===== src/rtl/fust_pkg.sv =====
// fust_pkg: shared types and constants for the functional-unit status table.
package fust_pkg;
  localparam int FUST_NUM_FU  = 5;
  localparam int FUST_NUM_SRC = 3;
  localparam int FUST_OP_W    = 8;
  localparam int FUST_REG_W   = 5;
  localparam int FUST_TAG_W   = $clog2(FUST_NUM_FU + 1);
  localparam int TAG_READY    = 0;
  typedef enum logic [1:0] {
    FUST_IDLE   = 2'd0,
    FUST_WAIT   = 2'd1,
    FUST_READY  = 2'd2,
    FUST_ISSUED = 2'd3
  } fust_state_e;
  typedef struct packed {
    logic                                       busy;
    logic                                       issued;
    logic                                       spec;
    logic [FUST_OP_W-1:0]                       op;
    logic [FUST_REG_W-1:0]                      rd;
    logic [FUST_NUM_SRC-1:0][FUST_TAG_W-1:0]    tags;
  } fust_row_t;
endpackage


===== src/rtl/fust_issue_select.sv =====
// fust_issue_select: grants up to ISSUE_W requests, lowest index first.
module fust_issue_select #(
  parameter int NUM_FU  = 5,
  parameter int ISSUE_W = 2
) (
  input  logic [NUM_FU-1:0] req,
  output logic [NUM_FU-1:0] gnt
);
  int cnt;
  always_comb begin
    gnt = '0;
    cnt = 0;
    for (int i = 0; i < NUM_FU; i++) begin
      gnt[i] = req[i] && (cnt < ISSUE_W);
      cnt    = cnt + (gnt[i] ? 1 : 0);
    end
  end
endmodule


===== src/rtl/fu_status_table.sv =====
// fu_status_table: per-FU row tracking with tag wakeup, width-limited issue and branch squash.
module fu_status_table
  import fust_pkg::*;
#(
  parameter  int NUM_FU  = FUST_NUM_FU,
  parameter  int NUM_SRC = FUST_NUM_SRC,
  parameter  int OP_W    = FUST_OP_W,
  parameter  int REG_W   = FUST_REG_W,
  parameter  int ISSUE_W = 2,
  localparam int FU_W    = $clog2(NUM_FU),
  localparam int TAG_W   = $clog2(NUM_FU + 1)
) (
  input  logic                     CLK,
  input  logic                     nRST,
  input  logic                     dispatch_en,
  input  logic [FU_W-1:0]          dispatch_fu,
  input  logic [OP_W-1:0]          dispatch_op,
  input  logic [REG_W-1:0]         dispatch_rd,
  input  logic [NUM_SRC*TAG_W-1:0] dispatch_tag,
  input  logic                     dispatch_spec,
  output logic [NUM_FU-1:0]        dispatch_ready,
  input  logic                     wb_en,
  input  logic [FU_W-1:0]          wb_fu,
  input  logic                     branch_miss,
  input  logic                     branch_resolved,
  input  logic                     freeze,
  output logic [NUM_FU-1:0]        issue_valid,
  input  logic [NUM_FU-1:0]        issue_ready,
  output logic [NUM_FU*OP_W-1:0]   issue_op,
  output logic [NUM_FU*REG_W-1:0]  issue_rd,
  output logic [NUM_FU*2-1:0]      fust_state
);
  typedef struct packed {
    logic                              busy;
    logic                              issued;
    logic                              spec;
    logic [OP_W-1:0]                   op;
    logic [REG_W-1:0]                  rd;
    logic [NUM_SRC-1:0][TAG_W-1:0]     tags;
  } row_t;
  localparam logic [TAG_W-1:0] TAG_RDY = TAG_W'(TAG_READY);
  row_t [NUM_FU-1:0]             row_q, row_d;
  logic [NUM_FU-1:0]             ready;
  logic [NUM_SRC-1:0][TAG_W-1:0] disp_tags;
  logic [TAG_W-1:0]              wb_tag;
  fust_state_e                   st;
  assign wb_tag = TAG_W'(wb_fu) + TAG_W'(1);
  always_comb begin
    st = FUST_IDLE;
    for (int i = 0; i < NUM_FU; i++) begin
      ready[i]          = row_q[i].busy && !row_q[i].issued && (row_q[i].tags == {NUM_SRC{TAG_RDY}});
      dispatch_ready[i] = !freeze && !row_q[i].busy;
      st = !row_q[i].busy ? FUST_IDLE : row_q[i].issued ? FUST_ISSUED : ready[i] ? FUST_READY : FUST_WAIT;
      fust_state[i*2 +: 2]       = st;
      issue_op[i*OP_W +: OP_W]    = row_q[i].op;
      issue_rd[i*REG_W +: REG_W]  = row_q[i].rd;
    end
  end
  fust_issue_select #(.NUM_FU(NUM_FU), .ISSUE_W(ISSUE_W)) u_sel (
    .req (freeze ? '0 : ready),
    .gnt (issue_valid)
  );
  // Later assignments take priority: free/squash over update, then a fresh dispatch into an idle row.
  always_comb begin
    row_d = row_q;
    for (int s = 0; s < NUM_SRC; s++)
      disp_tags[s] = (wb_en && dispatch_tag[s*TAG_W +: TAG_W] == wb_tag) ? TAG_RDY : dispatch_tag[s*TAG_W +: TAG_W];
    for (int i = 0; i < NUM_FU; i++) begin
      for (int s = 0; s < NUM_SRC; s++)
        row_d[i].tags[s] = (wb_en && row_q[i].tags[s] == wb_tag) ? TAG_RDY : row_q[i].tags[s];
      row_d[i].issued = row_q[i].issued || (issue_valid[i] && issue_ready[i]);
      row_d[i].spec   = row_q[i].spec && !(branch_resolved && !branch_miss);
      if ((wb_en && wb_fu == FU_W'(i)) || (branch_miss && row_q[i].spec))
        row_d[i] = '0;
      if (dispatch_en && dispatch_fu == FU_W'(i) && dispatch_ready[i] && !(branch_miss && dispatch_spec))
        row_d[i] = '{busy: 1'b1, issued: 1'b0, spec: dispatch_spec && !branch_resolved,
                     op: dispatch_op, rd: dispatch_rd, tags: disp_tags};
    end
  end
  always_ff @(posedge CLK or negedge nRST) begin
    if (!nRST) row_q <= '0;
    else       row_q <= row_d;
  end
endmodule


===== config.mk =====
export PLATFORM = sky130hd
export DESIGN_NAME = fu_status_table
export DESIGN_NICKNAME = d
export VERILOG_FILES = /design/src/rtl/fust_pkg.sv /design/src/rtl/fust_issue_select.sv /design/src/rtl/fu_status_table.sv
export SDC_FILE = /design/constraint.sdc
export NUM_CORES = 1
export LEC_CHECK = 0
export ABC_AREA = 1
export BUFFER_PORTS_ARGS = -buffer_cell sky130_fd_sc_hd__buf_2
export CORE_MARGIN = 3
export CORE_UTILIZATION = 57
export DETAILED_ROUTE_END_ITERATION = 16
export GPL_ROUTABILITY_DRIVEN = 0
export PLACE_DENSITY = 0.87
export SETUP_SLACK_MARGIN = 0.2
export SLEW_MARGIN = 20
export SYNTH_ARGS = -nofsm -noshare
export SYNTH_HDL_FRONTEND = slang
export SYNTH_SLANG_ARGS = --single-unit

===== constraint.sdc =====
create_clock -name CLK -period 5.4 [get_ports CLK]
set_input_delay 0.27 -clock CLK [delete_from_list [all_inputs] [get_ports CLK]]
set_output_delay 0.27 -clock CLK [all_outputs]
set_load 0.03 [all_outputs]

==> results.tsv, run 1 <==
stage	metric	value	unit
status	status	finished, final reports clean	
yosys	syn avg cell area	8.69	µm²
floorplanning	I/O pins	126	
worst_setup_path	crit path launch type	register	
placement	I/O Buffers	125	
floorplanning	Die Y	112	µm
worst_setup_path	CP Capture Type	output pin	
yosys	cell taking the most area after synthesis	dfrtp_1	
worst_setup_path	R2R Setup Slk	2.27	ns
clock_tree	Clock Tree Root	clkbuf_8	
timing	post-layout min period	3.98	ns
power	internal power	1.88	mW
power	Clock power frac	0.384	
worst_hold_path	HP Start	issue_ready[2]	
worst_setup_path	crit path to	issue_valid[4]	
global_route	Tot GR Track Use	0.269	
timing	Final WS setup	1.42	ns
timing	share of the cycle needed by the critical path after routing	0.736	
placement	dpl ws	1.98	ns
run	max-cap check violation count	0	
clock_tree	Clk Latency, worst-skew pair	0.52	ns
yosys	Top FF cell, synth	dfrtp_1	
floorplanning	Initial Util	0.586	
clock_tree	largest buffer count on any clock path	2	
clock_tree	Post-CTS Setup Bufs	0	
worst_setup_path	crit-path max FO	4	
yosys	Synth Instances	734	
yosys	top cell type's share of synthesized area	0.490	
clock_tree	CTS clock-pin slew for the worst setup and hold paths	0.06	ns
worst_setup_path	Worst Path Required	5.13	ns
clock_tree	H-tree depth	4	
worst_setup_path	crit path DAT	3.71	ns
clock_tree	CTS tree	yes	
worst_setup_path	CP Class	register to output pin	
yosys	register area share after synthesis	0.490	
worst_setup_path	RR Startpoint	row_q[8]	
power	Sw Share	0.349	
drt	DRT iter0 DRCs	572	
worst_setup_path	worst reg2reg path depth	13	
power	Cell Pwr Density	403	nW/µm²
yosys	Distinct cells, synth	37	
yosys	Synth async-reset ratio	1.00	
cells_and_area	number of diodes	0	
global_route	vias in the first global route	5304	
yosys	top cells by count, synth	133 x nand2_1, 125 x dfrtp_1, 81 x o21ai_0	
worst_setup_path	R2R Path End	row_q[123]	
timing	Slew @ Worst Pin	1.03	ns
floorplanning	core area	10900	µm²
placement	HPWL after detailed placement	10800	µm
global_route	grt ovf	0	
floorplanning	die area	12500	µm²
timing	Setup TNS Final	0	ns
global_route	initial antenna violation count	0	
timing	Max Freq	251	MHz
timing	Final setup viols	0	
drt	DRC errors left	0	
timing	Max-slew headroom	0.311	
power	Psw	1.01	mW
yosys	Post-synth EDFFs	0	
worst_hold_path	Hold WC Path Type	input port to register	
yosys	Area contributors post-synth	dfrtp_1 49%, buf_4 8.1%, nand2_1 7.8%, o21ai_0 6.4%, inv_1 4.3%	
yosys	Synth Net Count	785	
drt	antenna-violating nets left	0	
cells_and_area	Final #Nets	840	
power	Reg power frac	0.388	
clock_tree	CTS sink count	125	
drt	vias	5521	
timing	Setup Skew	0.00738	ns
clock_tree	total CTS buffers	17	
drt	WL/cell	18.0	µm
yosys	Cell Area, Synth	6380	µm²
timing	RSZ-0062 raised after global routing	false	
drt	DR pass1 iterations	5	
yosys	yosys warns	0	
floorplanning	Chip Width	112	µm
global_route	global-route wire length before repair	27000	µm
yosys	synthesized flop and latch total	125	
drt	Via density	5.86	
power	combinational power share	0.228	
cells_and_area	Area growth, synth to finish	12.0	%
worst_setup_path	crit path from	row_q[8]	
timing	Hold Fails Final Rpt	0	
power	maximum vdd ir drop	0.000221	V
timing	max-slew violations	0	
yosys	most frequent cell after synthesis	nand2_1	
drt	drt total wl	17000	µm
floorplanning	num rows	38	
global_route	largest net degree at the start of global routing	68	
power	Leak Pwr	3.70	nW
cells_and_area	share of cells above drive strength 1	0.228	
## per-stage QoR
step | utilization | std cells | hold WS [ns] | total power [mW] | area [µm²]
4_1_cts | 0.657 | 942 | 0.000577 | 2.89 | 7150
3_3_place_gp | 0.602 | 908 | 0.414 | 1.76 | 6550
5_1_grt | 0.657 | 942 | 0.0449 | 3.00 | 7150
3_5_place_dp | 0.602 | 908 | 0.421 | 1.77 | 6550
6_report | 0.657 | 942 | 0.0105 | 2.88 | 7150
2_1_floorplan | - | 734 | -0.0256 | 1.65 | 6380
## what timing repair did
action	in CTS	in global routing
endpoints found under the hold margin	67	0
hold buffers	2	0
gates resized for setup	0	0
## worst min path at each step
| stage | end | cells past startpoint |
|---|---|---|
| after floorplan | issue_op[0] | 0 |
| after global placement | issue_rd[21] | 1 |
| after detailed placement | issue_rd[21] | 1 |
| after CTS | row_q[73] | 3 |
| after global routing | row_q[48] | 3 |
| final | row_q[73] | 3 |
## sequential cells by signal (all words and copies together) (netlist names)
| name | cells |
|---|---|
| issue_op | 40 |
| issue_rd | 25 |
| row_q | 60 |
## metal layers
metal	track usage	up-vias	share of wire
li1	-	2488	-
met1	0.367	2631	0.41
met2	0.422	355	0.46
met3	0.0630	47	0.099
met4	0.101	0	0.028
met5	0	-	0
## critical path, cell delays in order (launching register included)
cell	delay (ns)
dfrtp_1	0.39
inv_1	0.09
nand3_1	0.13
nor4_1	0.45
inv_1	0.18
nor2_1	0.27
ha_1	0.29
nor3_1	0.12
ha_1	0.25
ha_1	0.17
or2_2	0.28
nor2_1	0.13
a21boi_0	0.20
buf_2	0.22
## kinds of logic (layout without fill, tap and decap cells)
family | Yosys count | in the layout | share of synthesized area
AND/OR/NAND/NOR | 226 | 226 | 0.158
flip-flops | 125 | 125 | 0.490
adder cells (fa/ha/maj) | 10 | 10 | 0.0208
AO/OA/AOI/OAI | 185 | 185 | 0.163
buffers and inverters | 173 | 241 | 0.148
XOR/XNOR | 15 | 15 | 0.0206
## power groups by stage
stage	logic (mW)	clock network, mW	registers (mW)
after floorplan	0.533	0	1.11
after global placement	0.632	0	1.13
after detailed placement	0.645	0	1.13
after CTS	0.653	1.12	1.12
after global routing	0.711	1.16	1.13
final	0.657	1.11	1.12
## cell type report
cell class	instances	area, µm²
clock buffer	18	428
clock inverter	14	148
fill	850	3740
inverter	81	304
multi-input combinational	436	2310
sequential	125	3130
tap	140	175
timing repair buffer	128	656
## placed cells by master (no fill, tap or decap), drive strengths merged
| master | instances |
|---|---|
| dfrtp | 125 |
| a22oi | 2 |
| a31oi | 1 |
| o21bai | 1 |
| xor2 | 8 |
| clkinvlp | 1 |
| a21boi | 3 |
| clkbuf | 18 |
| or2 | 1 |
| and2 | 1 |
| nand3 | 31 |
| xnor2 | 7 |
| nand4 | 11 |
| a21oi | 33 |
| nand3b | 1 |
| nor2 | 34 |
| dlygate4sd3 | 2 |
| fa | 1 |
| o2111ai | 6 |
| nor3 | 7 |
| nor4 | 5 |
| o22ai | 36 |
| ha | 9 |
| a211oi | 1 |
| clkinv | 4 |
| bufinv | 1 |
| o21ai | 102 |
| inv | 89 |
| nand2 | 135 |
| buf | 126 |
(Power assumes the default switching activity.)
==> run 2, diff against run 1 <==
--- a/config.mk
+++ b/config.mk
@@ -8,10 +8,10 @@
 export ABC_AREA = 1
 export BUFFER_PORTS_ARGS = -buffer_cell sky130_fd_sc_hd__buf_2
 export CORE_MARGIN = 3
-export CORE_UTILIZATION = 57
+export CORE_UTILIZATION = 56
 export DETAILED_ROUTE_END_ITERATION = 16
 export GPL_ROUTABILITY_DRIVEN = 0
-export PLACE_DENSITY = 0.87
+export PLACE_DENSITY = 0.86
 export SETUP_SLACK_MARGIN = 0.2
 export SLEW_MARGIN = 20
 export SYNTH_ARGS = -nofsm -noshare
==> constraint.sdc (replaced) <==
create_clock -name CLK -period 3.7 [get_ports CLK]
set_input_delay 0.185 -clock CLK [delete_from_list [all_inputs] [get_ports CLK]]
set_output_delay 0.185 -clock CLK [all_outputs]
set_load 0.03 [all_outputs]
==> run 2 against run 1 <==
Global-route usage shrank 0.68 points. Hold slack better by 0.017 ns. Sequential cell count unchanged.
==> results.tsv, run 2 (synthesis results as in run 1) <==
stage	metric	value	unit	change
worst_setup_path	crit path to	issue_valid[4]		unchanged
global_route	Tot GR Track Use	0.262		was 0.269
cells_and_area	Final #Nets	847		was 840
floorplanning	die area	12700	µm²	was 12,500 µm²
worst_setup_path	worst reg2reg path depth	11		was 13
timing	Hold Fails Final Rpt	0		unchanged
cells_and_area	Reg with most FFs	row_q		unchanged
run	max-cap check violation count	0		unchanged
floorplanning	I/O pins	126		unchanged
global_route	initial antenna violation count	0		unchanged
drt	max layer used	met4		unchanged
drt	WL/cell	17.8	µm	was 18.0 µm
timing	Setup Skew	0.00610	ns	was 0.00738 ns
worst_setup_path	crit path launch type	register		unchanged
drt	vias	5491		was 5,521
worst_setup_path	CP Capture Type	output pin		unchanged
clock_tree	CTS tree	yes		unchanged
global_route	grt ovf	0		unchanged
worst_hold_path	Hold WC Path Type	input port to register		unchanged
clock_tree	largest buffer count on any clock path	2		unchanged
drt	DRC errors left	0		unchanged
cells_and_area	commonest cells after routing, fill and taps aside	133 x nand2_1, 125 x dfrtp_1, 123 x buf_2		was 133 x nand2_1, 125 x dfrtp_1, 124 x buf_2
drt	antenna-violating nets left	0		unchanged
timing	Max Freq	298	MHz	
timing	Final setup viols	0		unchanged
global_route	vias in the first global route	5252		was 5,304
cells_and_area	Area growth, synth to finish	14.2	%	was 12.0%
worst_setup_path	R2R Setup Slk	0.90	ns	was 2.27 ns
drt	DR pass1 iterations	6		was 5
global_route	largest net degree at the start of global routing	66		was 68
timing	max-slew violations	0		unchanged
floorplanning	Die Y	113	µm	was 112 µm
worst_setup_path	Levels on crit path	10		was 13
cells_and_area	Finished Layout Cells	949		was 942
worst_setup_path	R2R Path End	row_q[123]		unchanged
placement	Cells after DPL	913		was 908
worst_setup_path	CP top delay family	simple AND/OR/NAND/NOR gates		unchanged
timing	Setup TNS Final	0	ns	unchanged
drt	Post-Route M1 WL	7100	µm	was 7010 µm
floorplanning	num rows	38		unchanged
timing	share of the cycle needed by the critical path after routing	0.906		
worst_setup_path	crit path from	row_q[73]		was row_q[8]
worst_setup_path	slowest library cell on the worst path	nor4_1		unchanged
drt	met3 wire length	1480	µm	was 1680 µm
worst_hold_path	worst hold stages	3		unchanged
placement	I/O Buffers	125		unchanged
worst_setup_path	crit-path max FO	3		was 4
clock_tree	CTS clock-pin slew for the worst setup and hold paths	0.06	ns	about the same
floorplanning	Chip Width	113	µm	was 112 µm
clock_tree	CTS sink count	125		unchanged
placement	HPWL after detailed placement	10900	µm	was 10,800 µm
floorplanning	core area	11000	µm²	was 10,900 µm²
timing	RSZ-0062 raised after global routing	false		unchanged
timing	Max-slew headroom	0.303		was 0.311
power	maximum vdd ir drop	0.000360	V	was 0.000221 V
status	status	finished, final reports clean		unchanged
worst_setup_path	Worst Path Required	3.51	ns	was 5.13 ns
power	Leak Pwr	3.75	nW	was 3.70 nW
worst_setup_path	critical path cell sequence	inv_1, nand2_1, nor4_1, inv_1, nor3_1, fa_1, nand4_1, nand2_1, a21boi_1, buf_4		was inv_1, nand3_1, nor4_1, inv_1, nor2_1, ha_1, nor3_1, ha_1, ha_1, or2_2, nor2_1, a21boi_0, buf_2
drt	met2 WL	7700	µm	was 7810 µm
worst_setup_path	Max stage delay on crit path	0.66	ns	was 0.45 ns
worst_setup_path	CP Class	register to output pin		unchanged
cells_and_area	max FFs per register	60		unchanged
worst_setup_path	crit path DAT	3.17	ns	was 3.71 ns
worst_setup_path	RR Startpoint	row_q[73]		was row_q[8]
cells_and_area	number of diodes	0		unchanged
cells_and_area	share of cells above drive strength 1	0.241		was 0.228
timing	Slew @ Worst Pin	1.04	ns	was 1.03 ns
floorplanning	Initial Util	0.581		was 0.586
clock_tree	H-tree depth	4		unchanged
cells_and_area	commonest non-fill, non-tap cell in the layout	nand2_1		unchanged
global_route	global-route wire length before repair	26600	µm	was 27,000 µm
power	Cell Pwr Density	597	nW/µm²	was 403 nW/µm²
drt	Via density	5.79		was 5.86
clock_tree	Clk Latency, worst-skew pair	0.41	ns	was 0.52 ns
drt	drt total wl	16800	µm	was 17,000 µm
worst_setup_path	CP Buf/Inv Count	3		unchanged
clock_tree	total CTS buffers	17		unchanged
drt	DRT iter0 DRCs	582		was 572
timing	post-layout min period	3.35	ns	
clock_tree	Clock Tree Root	clkbuf_16		was clkbuf_8
run 2: cell types whose count changed in the layout (fill, tap and decap cells not counted), sizes merged:
cell,delta
clkinv,-1
buf,+8
bufinv,+2
dlygate4sd3,-1
clkinvlp,+1
inv,-2
run 2: report_power, final:
group | internal (mW) | total (mW) | leakage (nW) | switching [mW]
logic | 0.298 | 0.997 | 1.75 | 0.699
clock network | 1.08 | 1.72 | 0.294 | 0.647
registers | 1.53 | 1.63 | 1.70 | 0.101
run 2: what timing repair did:
item                       4_1_cts  5_1_grt
cloned                           0        0
pin swaps                        0        4
resized for setup                2        7
setup buffers                    0        3
setup endpoints to repair        1        1
hold endpoints to repair        60        0
hold buffers                     1        0
run 2: metrics by stage:
| stage | utilization | power, mW | setup slack [ns] | hold WS [ns] | cell area [µm²] |
|---|---|---|---|---|---|
| floorplan | - | 2.40 | 0.314 | -0.111 | 6380 |
| global placement | 0.602 | 2.57 | 0.770 | 0.303 | 6610 |
| detailed placement | 0.602 | 2.60 | 0.598 | 0.310 | 6610 |
| CTS | 0.659 | 4.33 | 0.223 | 0.0117 | 7240 |
| global route | 0.664 | 4.53 | 0.201 | 0.0198 | 7290 |
| finish | 0.664 | 4.35 | 0.349 | 0.0278 | 7290 |
run 2: final cells by class:
| cell class | count | area [µm²] |
|---|---|---|
| fill | 856 | 3690 |
| timing repair buffer | 135 | 721 |
| multi-input combinational | 436 | 2350 |
| clock inverter | 14 | 183 |
| inverter | 81 | 304 |
| tap | 140 | 175 |
| sequential | 125 | 3130 |
| clock buffer | 18 | 429 |
run 2: worst register-to-register path, stage by stage, from the launching register on:
cell and delay [ns]:
dfrtp_1 0.37, inv_1 0.10, nand2_1 0.09, nor4_1 0.66
inv_1 0.15, nor3_1 0.42, fa_1 0.48, nand4_1 0.11
nand2_1 0.08, nand2_1 0.07, nand3_1 0.07, a21oi_1 0.12
run 2: worst min-delay path by stage:
| stage | endpoint | slack [ns] | start |
|---|---|---|---|
| 3_5_place_dp | issue_rd[21] | 0.31 | nRST |
| 2_1_floorplan | issue_op[0] | -0.11 | nRST |
| 4_1_cts | row_q[98] | 0.01 | issue_ready[3] |
| 5_1_grt | row_q[98] | 0.02 | issue_ready[3] |
| 6_report | row_q[98] | 0.03 | issue_ready[3] |
| 3_3_place_gp | issue_op[32] | 0.30 | nRST |
run 2: per-layer routing:
metal  vias to the layer above  track usage
li1                       2508            -
met1                      2623        0.366
met2                       311        0.401
met3                        49       0.0572
met4                         0        0.110
met5                         -            0
==> run 3, diff against run 2 <==
--- a/config.mk
+++ b/config.mk
@@ -5,7 +5,6 @@
 export SDC_FILE = /design/constraint.sdc
 export NUM_CORES = 1
 export LEC_CHECK = 0
-export ABC_AREA = 1
 export BUFFER_PORTS_ARGS = -buffer_cell sky130_fd_sc_hd__buf_2
 export CORE_MARGIN = 3
 export CORE_UTILIZATION = 56
==> run 3 against run 2 <==
Via count fell by 6.3%. Final area fell by 0.10%. Setup slack got worse by 0.10 ns. Critical path depth fell by 1. Register-to-register slack got worse by 0.17 ns. Fmax fell by 3.0%. Highest routed layer unchanged. Largest cell class unchanged. Largest power group is now sequential cells. Sequential power rose by 3%. Clock skew barely moved. Sequential cell count did not move.
==> results.tsv, run 3 <==
stage	metric	value	unit	change
drt	drt total wl	18100	µm	was 16,800 µm
yosys	syn avg cell area	11.4	µm²	was 8.69 µm²
yosys	Top FF cell, synth	dfrtp_1		unchanged
status	status	finished, final reports clean		unchanged
power	Psw	1.42	mW	was 1.45 mW
clock_tree	CTS tree	yes		unchanged
worst_setup_path	CP Class	register to output pin		unchanged
yosys	cell taking the most area after synthesis	dfrtp_1		unchanged
yosys	Distinct cells, synth	44		was 37
worst_setup_path	worst reg2reg path depth	9		was 11
power	Leak Pwr	3.75	nW	about the same
cells_and_area	number of diodes	0		unchanged
yosys	Area contributors post-synth	dfrtp_1 49%, a22o_1 12%, buf_4 8.7%, xor2_1 4.9%, xnor2_1 2.3%		was dfrtp_1 49%, buf_4 8.1%, nand2_1 7.8%, o21ai_0 6.4%, inv_1 4.3%
timing	Max Freq	289	MHz	was 298 MHz
cells_and_area	Reg with most FFs	row_q		unchanged
placement	Cells after DPL	742		was 913
worst_hold_path	worst hold stages	2		was 3
cells_and_area	final core occ	0.663		was 0.664
power	internal power	2.91	mW	was 2.90 mW
timing	Slew @ Worst Pin	1.11	ns	was 1.04 ns
drt	DRC errors left	0		unchanged
yosys	register area share after synthesis	0.489		was 0.490
yosys	Synth Net Count	611		was 785
yosys	yosys warns	0		unchanged
floorplanning	Chip Width	113	µm	about the same
drt	WL/cell	23.3	µm	was 17.8 µm
yosys	Synth Instances	560		was 734
cells_and_area	max FFs per register	60		unchanged
clock_tree	CTS clock-pin slew for the worst setup and hold paths	0.06	ns	about the same
cells_and_area	commonest cells after routing, fill and taps aside	125 x dfrtp_1, 124 x buf_2, 86 x a22o_1		was 133 x nand2_1, 125 x dfrtp_1, 123 x buf_2
power	Reg power frac	0.388		was 0.375
timing	Setup TNS Final	0	ns	unchanged
placement	dpl ws	0.636	ns	was 0.598 ns
run	max-cap check violation count	0		unchanged
worst_setup_path	R2R Setup Slk	0.73	ns	was 0.90 ns
worst_setup_path	RR Startpoint	row_q[48]		was row_q[73]
yosys	most frequent cell after synthesis	dfrtp_1		was nand2_1
clock_tree	Clock Tree Root	clkbuf_16		unchanged
timing	share of the cycle needed by the critical path after routing	0.934		was 0.906
yosys	synthesized flop and latch total	125		unchanged
timing	post-layout min period	3.45	ns	was 3.35 ns
drt	DR pass1 iterations	7		was 6
yosys	Post-synth EDFFs	0		unchanged
clock_tree	total CTS buffers	17		unchanged
yosys	Cell Area, Synth	6400	µm²	was 6380 µm²
power	Clock power frac	0.385		was 0.396
timing	hold slack	0.00887	ns	was 0.0278 ns
global_route	Tot GR Track Use	0.281		was 0.262
timing	RSZ-0062 raised after global routing	false		unchanged
worst_hold_path	Hold Path Sink	row_q[97]		was row_q[98]
worst_setup_path	R2R Path End	row_q[123]		unchanged
worst_setup_path	crit path DAT	3.27	ns	was 3.17 ns
floorplanning	I/O pins	126		unchanged
cells_and_area	commonest non-fill, non-tap cell in the layout	dfrtp_1		was nand2_1
yosys	Synth async-reset ratio	1.00		unchanged
clock_tree	Clk Latency, worst-skew pair	0.41	ns	about the same
worst_setup_path	crit path launch type	register		unchanged
global_route	initial antenna violation count	0		unchanged
yosys	top cell type's share of synthesized area	0.489		was 0.490
floorplanning	Initial Util	0.583		was 0.581
timing	Final WS setup	0.245	ns	was 0.349 ns
worst_setup_path	CP Capture Type	output pin		unchanged
global_route	grt ovf	0		unchanged
worst_setup_path	crit-path max FO	4		was 3
floorplanning	Die Y	113	µm	about the same
worst_setup_path	Max stage delay on crit path	0.54	ns	was 0.66 ns
cells_and_area	share of cells above drive strength 1	0.288		was 0.241
timing	max-slew violations	0		unchanged
clock_tree	largest buffer count on any clock path	2		unchanged
worst_setup_path	Worst Path Required	3.51	ns	about the same
drt	Via density	6.64		was 5.79
cells_and_area	Area growth, synth to finish	13.8	%	was 14.2%
placement	Placed Area	6630	µm²	was 6610 µm²
cells_and_area	Final #Nets	673		was 847
power	total power	4.32	mW	was 4.35 mW
global_route	global-route wire length before repair	27800	µm	was 26,600 µm
power	combinational power share	0.228		was 0.229
yosys	top cells by count, synth	125 x dfrtp_1, 86 x a22o_1, 74 x buf_4		was 133 x nand2_1, 125 x dfrtp_1, 81 x o21ai_0
placement	HPWL after detailed placement	11600	µm	was 10,900 µm
power	Cell Pwr Density	594	nW/µm²	was 597 nW/µm²
clock_tree	CTS sink count	125		unchanged
power	maximum vdd ir drop	0.000356	V	was 0.000360 V
worst_setup_path	critical path cell sequence	nor4b_4, and4b_2, ha_1, nor3_2, fa_1, nor3b_1, nand4_1, and3_1, buf_2		was inv_1, nand2_1, nor4_1, inv_1, nor3_1, fa_1, nand4_1, nand2_1, a21boi_1, buf_4
drt	antenna-violating nets left	0		unchanged
global_route	largest net degree at the start of global routing	68		was 66
power	Sw Share	0.328		was 0.333
clock_tree	H-tree depth	4		unchanged
placement	I/O Buffers	125		unchanged
cells_and_area	fin area	7280	µm²	was 7290 µm²
timing	Hold Fails Final Rpt	0		unchanged
timing	Setup Skew	0.00577	ns	was 0.00610 ns
timing	Final setup viols	0		unchanged
cells_and_area	Finished Layout Cells	775		was 949
global_route	vias in the first global route	5277		was 5,252
timing	Max-slew headroom	0.260		was 0.303
worst_hold_path	Hold WC Path Type	input port to register		unchanged
floorplanning	num rows	38		unchanged
cells_and_area	Filler Cells Inserted	778		was 856
worst_hold_path	HP Start	branch_resolved		was issue_ready[3]
floorplanning	die area	12700	µm²	about the same
drt	DRT iter0 DRCs	646		was 582
floorplanning	core area	11000	µm²	unchanged
drt	vias	5144		was 5,491
worst_setup_path	slowest library cell on the worst path	fa_1		was nor4_1
==> run 3: repair_timing <==
action / 4_1_cts / 5_1_grt
cloned: 0 / 0
pin swaps: 0 / 1
hold buffers: 1 / 0
setup endpoints to repair: 1 / 1
endpoints found under the hold margin: 65 / 0
buffers inserted: 0 / 0
gates resized for setup: 2 / 7
==> run 3: how the worst max path moves through the flow <==
stage                     endpoint  cells past startpoint  startpoint  slack [ns]
floorplan           issue_valid[4]                      9   row_q[24]        0.33
global placement    issue_valid[4]                      9   row_q[26]        0.82
detailed placement  issue_valid[4]                      9   row_q[26]        0.64
CTS                 issue_valid[4]                      9   row_q[26]        0.23
global route        issue_valid[4]                      9   row_q[48]        0.18
finish              issue_valid[4]                      9   row_q[48]        0.25
==> run 3: logic make-up after synthesis <==
family,after synthesis,synth area share
flops,125,0.489
compound gates,150,0.203
buf+inv,105,0.111
fa+ha+maj,10,0.0207
xor+xnor,53,0.0725
simple gates,117,0.104
==> run 3: power groups by stage <==
stage / Clock (mW) / Sequential, mW / Combinational [mW]
final: 1.66 / 1.68 / 0.984
after global routing: 1.74 / 1.69 / 1.05
after CTS: 1.67 / 1.66 / 0.966
after detailed placement: 0 / 1.67 / 0.952
after global placement: 0 / 1.66 / 0.924
after floorplan: 0 / 1.64 / 0.774
==> run 3: area by class of cell <==
type / count / area, µm² / share of cell area
sequential: 125 / 3130 / 0.430
timing repair buffer: 138 / 728 / 0.100
clock inverter: 12 / 139 / 0.0191
tap: 140 / 175 / 0.0241
multi-input combinational: 330 / 2620 / 0.359
clock buffer: 20 / 457 / 0.0627
inverter: 10 / 37.5 / 0.00515
==> run 3: worst max-delay path, delay by kind of cell (launching register included) <==
kind	cells	cell delay, ns
simple gates	6	1.44
buf+inv	1	0.17
fa+ha+maj	2	0.81
flops	1	0.44
==> run 3: metal layers <==
metal	share of wire	up-vias	wire length [µm]	GRT usage
li1	-	2138	-	-
met1	0.39	2589	7030	0.354
met2	0.48	341	8660	0.443
met3	0.087	76	1570	0.0679
met4	0.045	0	806	0.163
met5	0	-	0	0
